`src/rtl/hdmi_overlay_pkg.sv`:
```
// Shared definitions for the frame-counter overlay.
// Holds the 7-segment bit assignments, the glyph cell geometry in glyph
// units, the BCD-to-segment decoder, and the per-unit segment hit test.
package hdmi_overlay_pkg;

  // Bit positions inside seg7_t.
  localparam int SEG_A = 0;
  localparam int SEG_B = 1;
  localparam int SEG_C = 2;
  localparam int SEG_D = 3;
  localparam int SEG_E = 4;
  localparam int SEG_F = 5;
  localparam int SEG_G = 6;

  // Glyph cell geometry, in glyph units.
  localparam int CELL_W    = 8;
  localparam int CELL_H    = 14;
  localparam int SPACE_COL = 7;
  localparam int SPACE_ROW = 13;

  typedef logic [6:0] seg7_t;

  // Nibbles 10..15 cannot come out of a BCD counter; they decode blank.
  function automatic seg7_t bcd_to_seg7(input logic [3:0] bcd);
    seg7_t s;
    case (bcd)
      4'd0:    s = 7'b0111111;
      4'd1:    s = 7'b0000110;
      4'd2:    s = 7'b1011011;
      4'd3:    s = 7'b1001111;
      4'd4:    s = 7'b1100110;
      4'd5:    s = 7'b1101101;
      4'd6:    s = 7'b1111101;
      4'd7:    s = 7'b0000111;
      4'd8:    s = 7'b1111111;
      4'd9:    s = 7'b1101111;
      default: s = 7'b0000000;
    endcase
    return s;
  endfunction

  // True when local unit (lx, ly) lies on a segment that is lit in segs.
  function automatic logic seg_hit(input seg7_t segs, input logic [2:0] lx,
                                   input logic [3:0] ly);
    logic mid_x;
    logic top_y;
    logic bot_y;
    logic hit;
    mid_x = (lx >= 3'd1) && (lx <= 3'd5);
    top_y = (ly >= 4'd1) && (ly <= 4'd5);
    bot_y = (ly >= 4'd7) && (ly <= 4'd11);
    hit = (segs[SEG_A] && mid_x && (ly == 4'd0))
        | (segs[SEG_B] && (lx == 3'd6) && top_y)
        | (segs[SEG_C] && (lx == 3'd6) && bot_y)
        | (segs[SEG_D] && mid_x && (ly == 4'd12))
        | (segs[SEG_E] && (lx == 3'd0) && bot_y)
        | (segs[SEG_F] && (lx == 3'd0) && top_y)
        | (segs[SEG_G] && mid_x && (ly == 4'd6));
    // Spacing column/row are already excluded by the ranges above; the
    // explicit guard keeps that true if segment extents are ever edited.
    return hit && (lx != 3'(SPACE_COL)) && (ly != 4'(SPACE_ROW));
  endfunction

endpackage

```
`src/rtl/bcd_counter.sv`:
```
// DIGITS-wide ripple BCD counter.
// Ports: clk_i / rst_ni (async active-low), clear_i (sync clear, wins over
// inc_i), inc_i (add one), count_o (digit 0 = most significant, top nibble).
// All-9s wraps to all-0s silently.
module bcd_counter
  import hdmi_overlay_pkg::*;
#(
  parameter int DIGITS = 6
) (
  input  logic              clk_i,
  input  logic              rst_ni,
  input  logic              clear_i,
  input  logic              inc_i,
  output logic [4*DIGITS-1:0] count_o
);

  logic [4*DIGITS-1:0] count_q;
  logic [4*DIGITS-1:0] count_d;
  logic                carry;

  // k = 0 is the least significant digit (bottom nibble); carry ripples up.
  always_comb begin
    count_d = count_q;
    carry   = inc_i;
    for (int k = 0; k < DIGITS; k++) begin
      if (carry) begin
        if (count_q[4*k +: 4] == 4'd9) begin
          count_d[4*k +: 4] = 4'd0;
        end else begin
          count_d[4*k +: 4] = count_q[4*k +: 4] + 4'd1;
          carry             = 1'b0;
        end
      end
    end
    if (clear_i) count_d = '0;
  end

  always_ff @(posedge clk_i or negedge rst_ni) begin
    if (!rst_ni) count_q <= '0;
    else         count_q <= count_d;
  end

  assign count_o = count_q;

endmodule

```
`src/rtl/counter_overlay.sv`:
```
// Frame counter overlay: draws a BCD frame count as scaled 7-segment glyphs
// over the background pixel stream feeding the HDMI transmitter.
// Ports: clk_pixel, reset_n (async active-low), cx/cy frame coordinates,
// rgb_in background pixel, run (count enable), clear (sync clear),
// rgb composited pixel (2-cycle latency), count (BCD, digit 0 in top nibble).
module counter_overlay
  import hdmi_overlay_pkg::*;
#(
  parameter int          BIT_WIDTH  = 9,
  parameter int          BIT_HEIGHT = 9,
  parameter int          DIGITS     = 6,
  parameter int          ORIGIN_X   = 200,
  parameter int          ORIGIN_Y   = 100,
  parameter int          SCALE_LOG2 = 1,
  parameter logic [23:0] FG         = 24'hFFFFFF
) (
  input  logic                  clk_pixel,
  input  logic                  reset_n,
  input  logic [BIT_WIDTH:0]    cx,
  input  logic [BIT_HEIGHT:0]   cy,
  input  logic [23:0]           rgb_in,
  input  logic                  run,
  input  logic                  clear,
  output logic [23:0]           rgb,
  output logic [4*DIGITS-1:0]   count
);

  localparam int XW    = BIT_WIDTH + 2;
  localparam int YW    = BIT_HEIGHT + 2;
  localparam int BOX_W = (CELL_W * DIGITS) << SCALE_LOG2;
  localparam int BOX_H = CELL_H << SCALE_LOG2;

  localparam logic signed [XW-1:0] OX    = XW'(ORIGIN_X);
  localparam logic signed [YW-1:0] OY    = YW'(ORIGIN_Y);
  localparam logic signed [XW-1:0] BOX_WS = XW'(BOX_W);
  localparam logic signed [YW-1:0] BOX_HS = YW'(BOX_H);
  // When the box extent does not fit the signed local range, every
  // non-negative offset is inside; the compare is then skipped.
  localparam bit WIDE_X = BOX_W >= 2**(XW-1);
  localparam bit WIDE_Y = BOX_H >= 2**(YW-1);

  // Frame counter
  logic frame_start;
  logic [4*DIGITS-1:0] count_q;

  assign frame_start = (cx == '0) && (cy == '0);

  bcd_counter #(.DIGITS(DIGITS)) u_bcd_counter (
    .clk_i   (clk_pixel),
    .rst_ni  (reset_n),
    .clear_i (clear),
    .inc_i   (frame_start && run),
    .count_o (count_q)
  );

  assign count = count_q;

  // Stage 1: local coordinates and box test
  logic signed [XW-1:0] rx;
  logic signed [YW-1:0] ry;
  logic                 inbox_d;
  logic [2:0]           dig_d;
  logic [2:0]           lx_d;
  logic [3:0]           ly_d;

  assign rx = $signed({1'b0, cx}) - OX;
  assign ry = $signed({1'b0, cy}) - OY;

  assign inbox_d = !rx[XW-1] && (WIDE_X || (rx < BOX_WS))
                && !ry[YW-1] && (WIDE_Y || (ry < BOX_HS));
  // Shift-then-slice done as a direct slice: ux = rx >> SCALE_LOG2.
  assign dig_d = rx[SCALE_LOG2+5 : SCALE_LOG2+3];
  assign lx_d  = rx[SCALE_LOG2+2 : SCALE_LOG2];
  assign ly_d  = ry[SCALE_LOG2+3 : SCALE_LOG2];

  logic        inbox_q;
  logic [2:0]  dig_q;
  logic [2:0]  lx_q;
  logic [3:0]  ly_q;
  logic [23:0] bg_q;

  always_ff @(posedge clk_pixel or negedge reset_n) begin
    if (!reset_n) begin
      inbox_q <= 1'b0;
      dig_q   <= '0;
      lx_q    <= '0;
      ly_q    <= '0;
      bg_q    <= '0;
    end else begin
      inbox_q <= inbox_d;
      dig_q   <= dig_d;
      lx_q    <= lx_d;
      ly_q    <= ly_d;
      bg_q    <= rgb_in;
    end
  end

  // Stage 2: digit select, decode, hit test, composite
  logic [3:0]  nib;
  logic        hit;
  logic [23:0] rgb_d;
  logic [23:0] rgb_q;

  always_comb begin
    nib = 4'd0;
    for (int i = 0; i < DIGITS; i++) begin
      if (dig_q == 3'(i)) nib = count_q[4*(DIGITS-1-i) +: 4];
    end
  end

  assign hit   = seg_hit(bcd_to_seg7(nib), lx_q, ly_q);
  assign rgb_d = (inbox_q && hit) ? FG : bg_q;

  always_ff @(posedge clk_pixel or negedge reset_n) begin
    if (!reset_n) rgb_q <= '0;
    else          rgb_q <= rgb_d;
  end

  assign rgb = rgb_q;

endmodule
```
`config.mk`:
```
export PLATFORM = sky130hd
export DESIGN_NAME = counter_overlay
export DESIGN_NICKNAME = d
export VERILOG_FILES = /design/src/rtl/hdmi_overlay_pkg.sv /design/src/rtl/bcd_counter.sv /design/src/rtl/counter_overlay.sv
export SDC_FILE = /design/constraint.sdc
export NUM_CORES = 1
export LEC_CHECK = 0
export CORE_ASPECT_RATIO = 1.2
export CORE_MARGIN = 10
export CORE_UTILIZATION = 45
export DETAILED_ROUTE_END_ITERATION = 16
export PLACE_DENSITY = 0.74
export SLEW_MARGIN = 10
export SYNTH_ARGS = -nofsm -noshare
export SYNTH_HDL_FRONTEND = slang
export SYNTH_HIERARCHICAL = 1
export SYNTH_SLANG_ARGS = --single-unit
```
`constraint.sdc`:
```
create_clock -name clk_pixel -period 5.8 [get_ports clk_pixel]
set_input_delay 0.58 -clock clk_pixel [delete_from_list [all_inputs] [get_ports clk_pixel]]
set_output_delay 0.58 -clock clk_pixel [all_outputs]
set_load 0.05 [all_outputs]
```
; Yosys cells after proc, flatten, opt, wreduce, memory -nomap -nowiden
; Memory sizes are Yosys's and may differ from the RTL's.
; Cells that the tools add are included.
[op_classes]
addsub = 8
magnitude_cmp = 8
n_eq_ne = 16
muxes = 30
bitwise = 6
reduce_logical = 38
[ops]
columns = operator, n
row1 = 4-bit two-way mux, 18
row2 = 24-bit two-way mux, 2
row3 = 4-bit equality test (second input constant), 7
row4 = 1-bit logical AND, 25
row5 = 4-bit by 1-bit adder with 4-bit output (second input constant), 6
row6 = 10-bit logical NOT, 2
row7 = 2-bit nonzero test, 6
row8 = 11-bit by 6-bit < comparator with 1-bit output (second input constant), 1
row9 = 11-bit by 8-bit < comparator with 1-bit output (second input constant), 1
row10 = 10-bit by 7-bit subtractor with 11-bit output (second input constant), 1
row11 = 10-bit by 8-bit subtractor with 11-bit output (second input constant), 1
row12 = 1-bit two-way mux, 10
row13 = 3-bit equality test (second input constant), 3
row14 = 3-bit by 2-bit equality test with 1-bit output (second input constant), 2
row15 = 3-bit logical NOT, 2
row16 = 1-bit bitwise OR, 6
row17 = 4-bit by 3-bit equality test with 1-bit output (second input constant), 1
row18 = 4-bit by 1-bit >= comparator with 1-bit output (second input constant), 1
row19 = 4-bit by 3-bit >= comparator with 1-bit output (second input constant), 1
row20 = 4-bit by 3-bit less-or-equal comparator with 1-bit output (second input constant), 1
row21 = 4-bit less-or-equal comparator (second input constant), 1
row22 = 4-bit logical NOT, 1
row23 = 4-bit inequality test (second input constant), 1
row24 = 3-bit by 1-bit equality test with 1-bit output (second input constant), 1
row25 = other kinds (4), 5
[word_totals]
reg_bits = 83
mem_bits_ro = 112
input_bits = 48
output_inout_bits = 48
elab_cells = 119
n_memories = 1
[memory_table]
columns = name, words, width, rd, rd_ports_with_merged_regs, write_ports, line_no
row1 = (name not given), 16, 7, 1, 0, 0, hdmi_overlay_pkg.sv:26  ; case (bcd)

; Depth between registers and ports, before layout
; An unclocked memory read counts as a cell.
[logic_depth]
word_depth = 20
depth_mapped = 13
depth_no_buf = 11

; By module
; The synthesis kept the hierarchy.
[by_module_without_submodules]
columns = mod, instances, cells_each, area_each_um2, seq_area_each_um2
row1 = counter_overlay, 1, 205, 2524.9, 1476.4
row2 = bcd_counter, 1, 155, 1470.2, 600.6

; Worst setup path before layout
; No wires, ideal clock.
[synth_path]
path_type = flip-flop to flip-flop
startpoint = register u_bcd_counter.count_q[8], in the netlist u_bcd_counter/count_o[8]
endpoint = register rgb_q[10], in the netlist rgb[10]
setup_ns = 0.064
arrival_time_ns = 2.840
required_ns = 5.736
path_slack_ns = 2.896
path_stages_with_launch = 12
n_path_buf = 1
period_less_slack_ns = 2.904
path_cell_list = dfrtp_1 -> mux2i_1 -> a22oi_2 -> nand2_1 -> ha_1 -> o22a_1 -> a2111oi_0 -> nor3_1 -> a211oi_1 -> o31ai_4 -> buf_6 -> nand2b_2
[synth_via]
elab_chain_len = 16
elab_cells_between_ends = 28
cone_classes = mux: 4 / bitwise: 6 / reduce/logical: 17 / memory: 1
[synth_rtl]
columns = item, line_no
row1 = "start, declared", bcd_counter.sv:17  ; logic [4*DIGITS-1:0] count_q;
row2 = "start signal, assigned", bcd_counter.sv:40  ; else count_q <= count_d;
row3 = 4-bit two-way mux * (3 in a row), counter_overlay.sv:107  ; if (dig_q == 3'(i)) nib = count_q[4*(DIGITS-1-i) +: 4];
row4 = memory read 16 x 7 bit *, n/a
row5 = "1-bit logical AND, on equally long branches (2 in a row)", "hdmi_overlay_pkg.sv:52, hdmi_overlay_pkg.sv:53"
row6 = 1-bit bitwise OR, hdmi_overlay_pkg.sv:53  ; | (segs[SEG_B] && (lx == 3'd6) && top_y)
row7 = 1-bit bitwise OR, hdmi_overlay_pkg.sv:54  ; | (segs[SEG_C] && (lx == 3'd6) && bot_y)
row8 = 1-bit bitwise OR, hdmi_overlay_pkg.sv:55  ; | (segs[SEG_D] && mid_x && (ly == 4'd12))
row9 = 1-bit bitwise OR, hdmi_overlay_pkg.sv:56  ; | (segs[SEG_E] && (lx == 3'd0) && bot_y)
row10 = 1-bit bitwise OR, hdmi_overlay_pkg.sv:57  ; | (segs[SEG_F] && (lx == 3'd0) && top_y)
row11 = 1-bit bitwise OR *, hdmi_overlay_pkg.sv:58  ; | (segs[SEG_G] && mid_x && (ly == 4'd6));
row12 = 1-bit logical AND * (2 in a row), hdmi_overlay_pkg.sv:61  ; return hit && (lx != 3'(SPACE_COL)) && (ly != 4'(SPACE_ROW));
row13 = 1-bit logical AND *, counter_overlay.sv:112  ; assign rgb_d = (inbox_q && hit) ? FG : bg_q;
row14 = 24-bit two-way mux *, counter_overlay.sv:112
row15 = net rgb_d[10], counter_overlay.sv:101  ; logic [23:0] rgb_d;
row16 = "end signal, assigned", counter_overlay.sv:116  ; else rgb_q <= rgb_d;
row17 = "end, declared", counter_overlay.sv:102  ; logic [23:0] rgb_q;
; Mark *: on every way through the listed nets, which the timed path passes. The rest lies on a longest branch.
; A chain may end at the register's enable or synchronous reset.

; Worst setup path after layout
[layout_path]
startpoint = register dig_q[0]
endpoint = register rgb_q[17], in the netlist rgb[17]
[layout_via]
elab_chain_len = 20
elab_cells_between_ends = 37
cone_classes = eq/ne: 5 / mux: 7 / bitwise: 6 / reduce/logical: 18 / memory: 1
[layout_rtl]
columns = item, line_no
row1 = "start, declared", counter_overlay.sv:77  ; logic [2:0] dig_q;
row2 = "start signal, assigned", counter_overlay.sv:91  ; dig_q <= dig_d;
row3 = 3-bit logical NOT, counter_overlay.sv:107
row4 = 4-bit two-way mux (5 in a row), counter_overlay.sv:107
row5 = 4-bit two-way mux *, counter_overlay.sv:107
row6 = memory read 16 x 7 bit *, n/a
row7 = "1-bit logical AND, on equally long branches (2 in a row)", "hdmi_overlay_pkg.sv:52, hdmi_overlay_pkg.sv:53"
row8 = 1-bit bitwise OR, hdmi_overlay_pkg.sv:53
row9 = 1-bit bitwise OR, hdmi_overlay_pkg.sv:54
row10 = 1-bit bitwise OR, hdmi_overlay_pkg.sv:55
row11 = 1-bit bitwise OR, hdmi_overlay_pkg.sv:56
row12 = 1-bit bitwise OR, hdmi_overlay_pkg.sv:57
row13 = 1-bit bitwise OR *, hdmi_overlay_pkg.sv:58
row14 = 1-bit logical AND * (2 in a row), hdmi_overlay_pkg.sv:61
row15 = 1-bit logical AND *, counter_overlay.sv:112
row16 = 24-bit two-way mux *, counter_overlay.sv:112
row17 = net rgb_d[17], counter_overlay.sv:101
; Marks and branches as above.

==> flow_metrics.py <==
metrics = {
    "synth": {
        "synth.avg_cell_area_um2": 11.1,
        "synthAdderAreaFrac": 0.0564,
        "yosys_most_used_dff": "dfrtp_1",
        "ys_top_cells_by_area": "dfrtp_1 52%, ha_1 5.6%, mux2i_1 3.8%",
        "ys_seq_elements": 83,
        "synth_compound_area_frac": 0.142,
        "synth_xor_area_frac": 0.0153,
        "synth_top_family_by_area": "simple AND/OR/NAND/NOR gates",
        "async_flop_share": 1.00,
        "ys_seq_area_frac": 0.520,
        "syn_inst": 360,
        "ys_types": 67,
        "synth.mux.area_fraction": 0.0404,
        "netlist_area_mm2": 0.00400,
        "synth_edf_count": 0,
        "synth_top_area_frac": 0.520,
        "yosys.area.top_type": "dfrtp_1",
        "synth-simple-area-share": 0.183,
        "synth_nets": 426,
        "ys_warn_count": 6,
    },
    "timing": {
        "min_period_over_period": 0.571,
        "setup_viol": 0,
        "fin_crit_ps": 3310,
        "setup_ws_ps": 2490,
        "tns_ps": 0,
        "fmax_ghz": 0.302,
        "slew_violations": 0,
        "slew-limit-headroom": 0.326,
        "rsz0062_at_grt": "false",
        "skew_ps": 8.65,
        "worst_pin_slew_ps": 1010,
        "hold_violations": 0,
    },
    "finish": {
        "nFillCells": 739,
        "fin_nets": 522,
        "fin_area_mm2": 0.00522,
        "final_util": 0.606,
        "area_growth_pct": 30.6,
        "layout.cells.non_filler": 577,
        "drive_above_1_share": 0.107,
        "n_antenna_cell": 0,
    },
    "placed_design": {
        "post_dp_cell_area_mm2": 0.00500,
        "dpl.hpwl_um": 6720,
        "dp_slack_ps": 2170,
        "dpl.cell_count": 562,
        "io_buffer_count": 95,
        "gp_congestion": 0.837,
    },
    "power": {
        "power_density_mw_per_mm2": 235,
        "ir_drop_mv": 0.119,
        "p_leak_nw": 2.19,
    },
    "floorplan": {
        "coreArea_mm2": 0.00861,
        "die_x_um": 106,
        "start_util": 0.464,
        "num_rows": 37,
        "die_h_um": 123,
        "ioPinCount": 96,
        "die_area_mm2": 0.0131,
    },
    "global_routing": {
        "grt-ovfl-total": 0,
        "grt_util_met1": 0.159,
        "grt_start_max_net_pins": 84,
        "grtUsageTotal": 0.140,
        "grt_pass1_wl_um": 14900,
        "grt-busiest-layer": "met2",
        "groute.layer.met3.usage": 0.0302,
        "grt_pass1_vias": 3094,
        "grt_antenna_before_repair": 0,
        "use_met2": 0.246,
    },
    "cts": {
        "cts.clk_slew.worst_paths_ps": 80,
        "cts.sinks": 83,
        "cts_tree": "done",
        "clock_path_buffers": 2,
        "cts_setup_buffers": 0,
        "cts_max_level": 3,
        "cts_buffers": 9,
        "clk_latency_ps": 350,
        "ctsResizeCount": 0,
        "root_buffer": "clkbuf_8",
        "cts_hold_buf": 0,
    },
    "worst_setup_path": {
        "start_kind": "flop",
        "crit_family": "compound AO/OA/AOI/OAI gates",
        "crit_type": "reg -> reg",
        "arrival_ps": 3600,
        "crit_fanout": 24,
        "crit_buf_inv": 1,
        "crit_chain": "mux2i_1 > a22oi_2 > nand2_1 > ha_1 > o22a_1 > a2111oi_0 > nor3_1 > a211oi_1 > o31ai_4 > buf_4 > nand2b_1",
        "slowest_stage": "dfrtp_1",
        "max_stage_delay_ps": 730,
        "required_ps": 6090,
        "end_kind": "flop",
    },
    "drt": {
        "via_per_inst": 5.21,
        "first_iter_violations": 136,
        "antenna_left": 0,
        "vias": 3008,
        "first_pass_iters": 4,
        "wl_per_cell_um": 15.4,
        "drc": 0,
        "routed_wl_um": 8900,
    },
    "run_status": {
        "status": "completed",
    },
    "job": {
        "maxCapViolations": 0,
    },
    "worst_hold_path": {
        "hold_class": "in -> async",
    },
}
-- cells by family (layout without fill, tap and decap cells) --
group | count (synthesis) | count (layout)
adder cells (fa/ha/maj) | 18 | 18
multiplexers | 16 | 16
AO/OA/AOI/OAI | 81 | 81
AND/OR/NAND/NOR | 123 | 123
XOR/XNOR | 7 | 7
flip-flops | 83 | 83
buffers and inverters | 32 | 132
-- registers in the layout, summed over array words and instances, names as in the netlist --
register               count
dig_q                      3
rgb                       24
lx_q                       3
bg_q                      24
inbox_q                    1
u_bcd_counter/count_o     24
ly_q                       4
-- power by group --
part / internal (mW) / total (mW) / switching [mW] / leakage (nW)
Clock: 0.241 / 0.443 / 0.202 / 0.106
Sequential: 0.601 / 0.617 / 0.0161 / 1.02
Combinational: 0.0765 / 0.168 / 0.0919 / 1.07
Total: 0.919 / 1.23 / 0.310 / 2.19
-- worst reg2reg max path, stage by stage (launching register included) --
cell	delay, ps
dfrtp_1	730
mux2i_1	190
a22oi_2	260
nand2_1	130
ha_1	340
o22a_1	240
a2111oi_0	450
nor3_1	90
a211oi_1	380
o31ai_4	70
buf_4	250
nand2b_1	130
-- cell usage in the layout (no fill, tap or decap), types with 2 or more instances in the layout --
cell,count
nand2b_2,12
nand2b_1,16
a21oi_1,17
clkdlybuf4s50_1,94
nand3b_1,2
ha_1,18
nor2b_1,3
xnor2_1,4
clkbuf_8,9
and3b_1,3
o21ai_0,18
nand3_1,8
a22oi_1,2
mux2i_1,15
xor2_1,3
and4b_1,2
nor2_2,2
nor2_1,16
nand2_1,26
or3_1,6
o21ai_2,2
o31ai_1,2
a21boi_0,4
and2_4,2
a211oi_1,6
a2111oi_0,2
dfrtp_1,83
nand4b_1,3
buf_4,2
o21ai_1,3
a31oi_1,3
nor3_1,9
bufinv_16,2
inv_1,20
o21a_1,2
nor4_1,3
a22o_1,2
-- layout make-up --
type	instances	area, um2	share of cell area
Timing Repair Buffer	96	956	0.183
Multi-Input combinational cell	245	1750	0.335
Sequential cell	83	2080	0.398
Clock buffer	9	124	0.0237
Tap cell	117	146	0.0281
Clock inverter	6	90.1	0.0173
Inverter	21	78.8	0.0151
-- stage by stage --
step / power, mW / hold slack [ps]
after floorplan: 0.719 / 284
after global placement: 0.795 / 411
after detailed placement: 0.799 / 414
after CTS: 1.25 / 429
after global routing: 1.28 / 454
final: 1.23 / 360
-- routing by layer --
layer	vias up	routed length, um
met4	0	142
met2	66	4790
met1	1471	3570
met5	-	0
li1	1462	-
met3	9	400
-- Yosys cell counts, types with 2 or more instances --
library cell / instances
a22o_1: 2
a211oi_1: 6
and3b_1: 3
nand3_1: 8
o31ai_1: 2
dfrtp_1: 83
nor3_1: 9
ha_1: 18
buf_1: 2
nand4b_1: 3
o21ai_0: 18
nand2b_2: 12
a21boi_0: 4
nor2b_1: 3
and2_4: 2
nand2b_1: 16
inv_1: 20
a31oi_1: 3
buf_6: 6
a22oi_1: 2
or3_1: 6
nor2_1: 16
nor2_2: 2
o21a_1: 2
o21ai_1: 3
o21ai_2: 2
nand2_1: 26
nand3b_1: 2
mux2i_1: 15
xor2_1: 3
a2111oi_0: 2
xnor2_1: 4
and4b_1: 2
nor4_1: 3
a21oi_1: 17
buf_2: 2
-- final timing paths --
kind                                                  to  slack [ps]      from  cells past startpoint
min in group clk_pixel                           rgb[15]         440  bg_q[15]                      1
worst min register to register                   rgb[15]         440  bg_q[15]                      1
worst min-delay path            u_bcd_counter/count_o[3]         360   reset_n                      1
worst max register to register                   rgb[17]        2490  dig_q[0]                     11
worst max-delay path                             rgb[17]        2490  dig_q[0]                     11
max in group asynchronous       u_bcd_counter/count_o[6]        4750   reset_n                      1
Power figures use the tool's default switching activity.
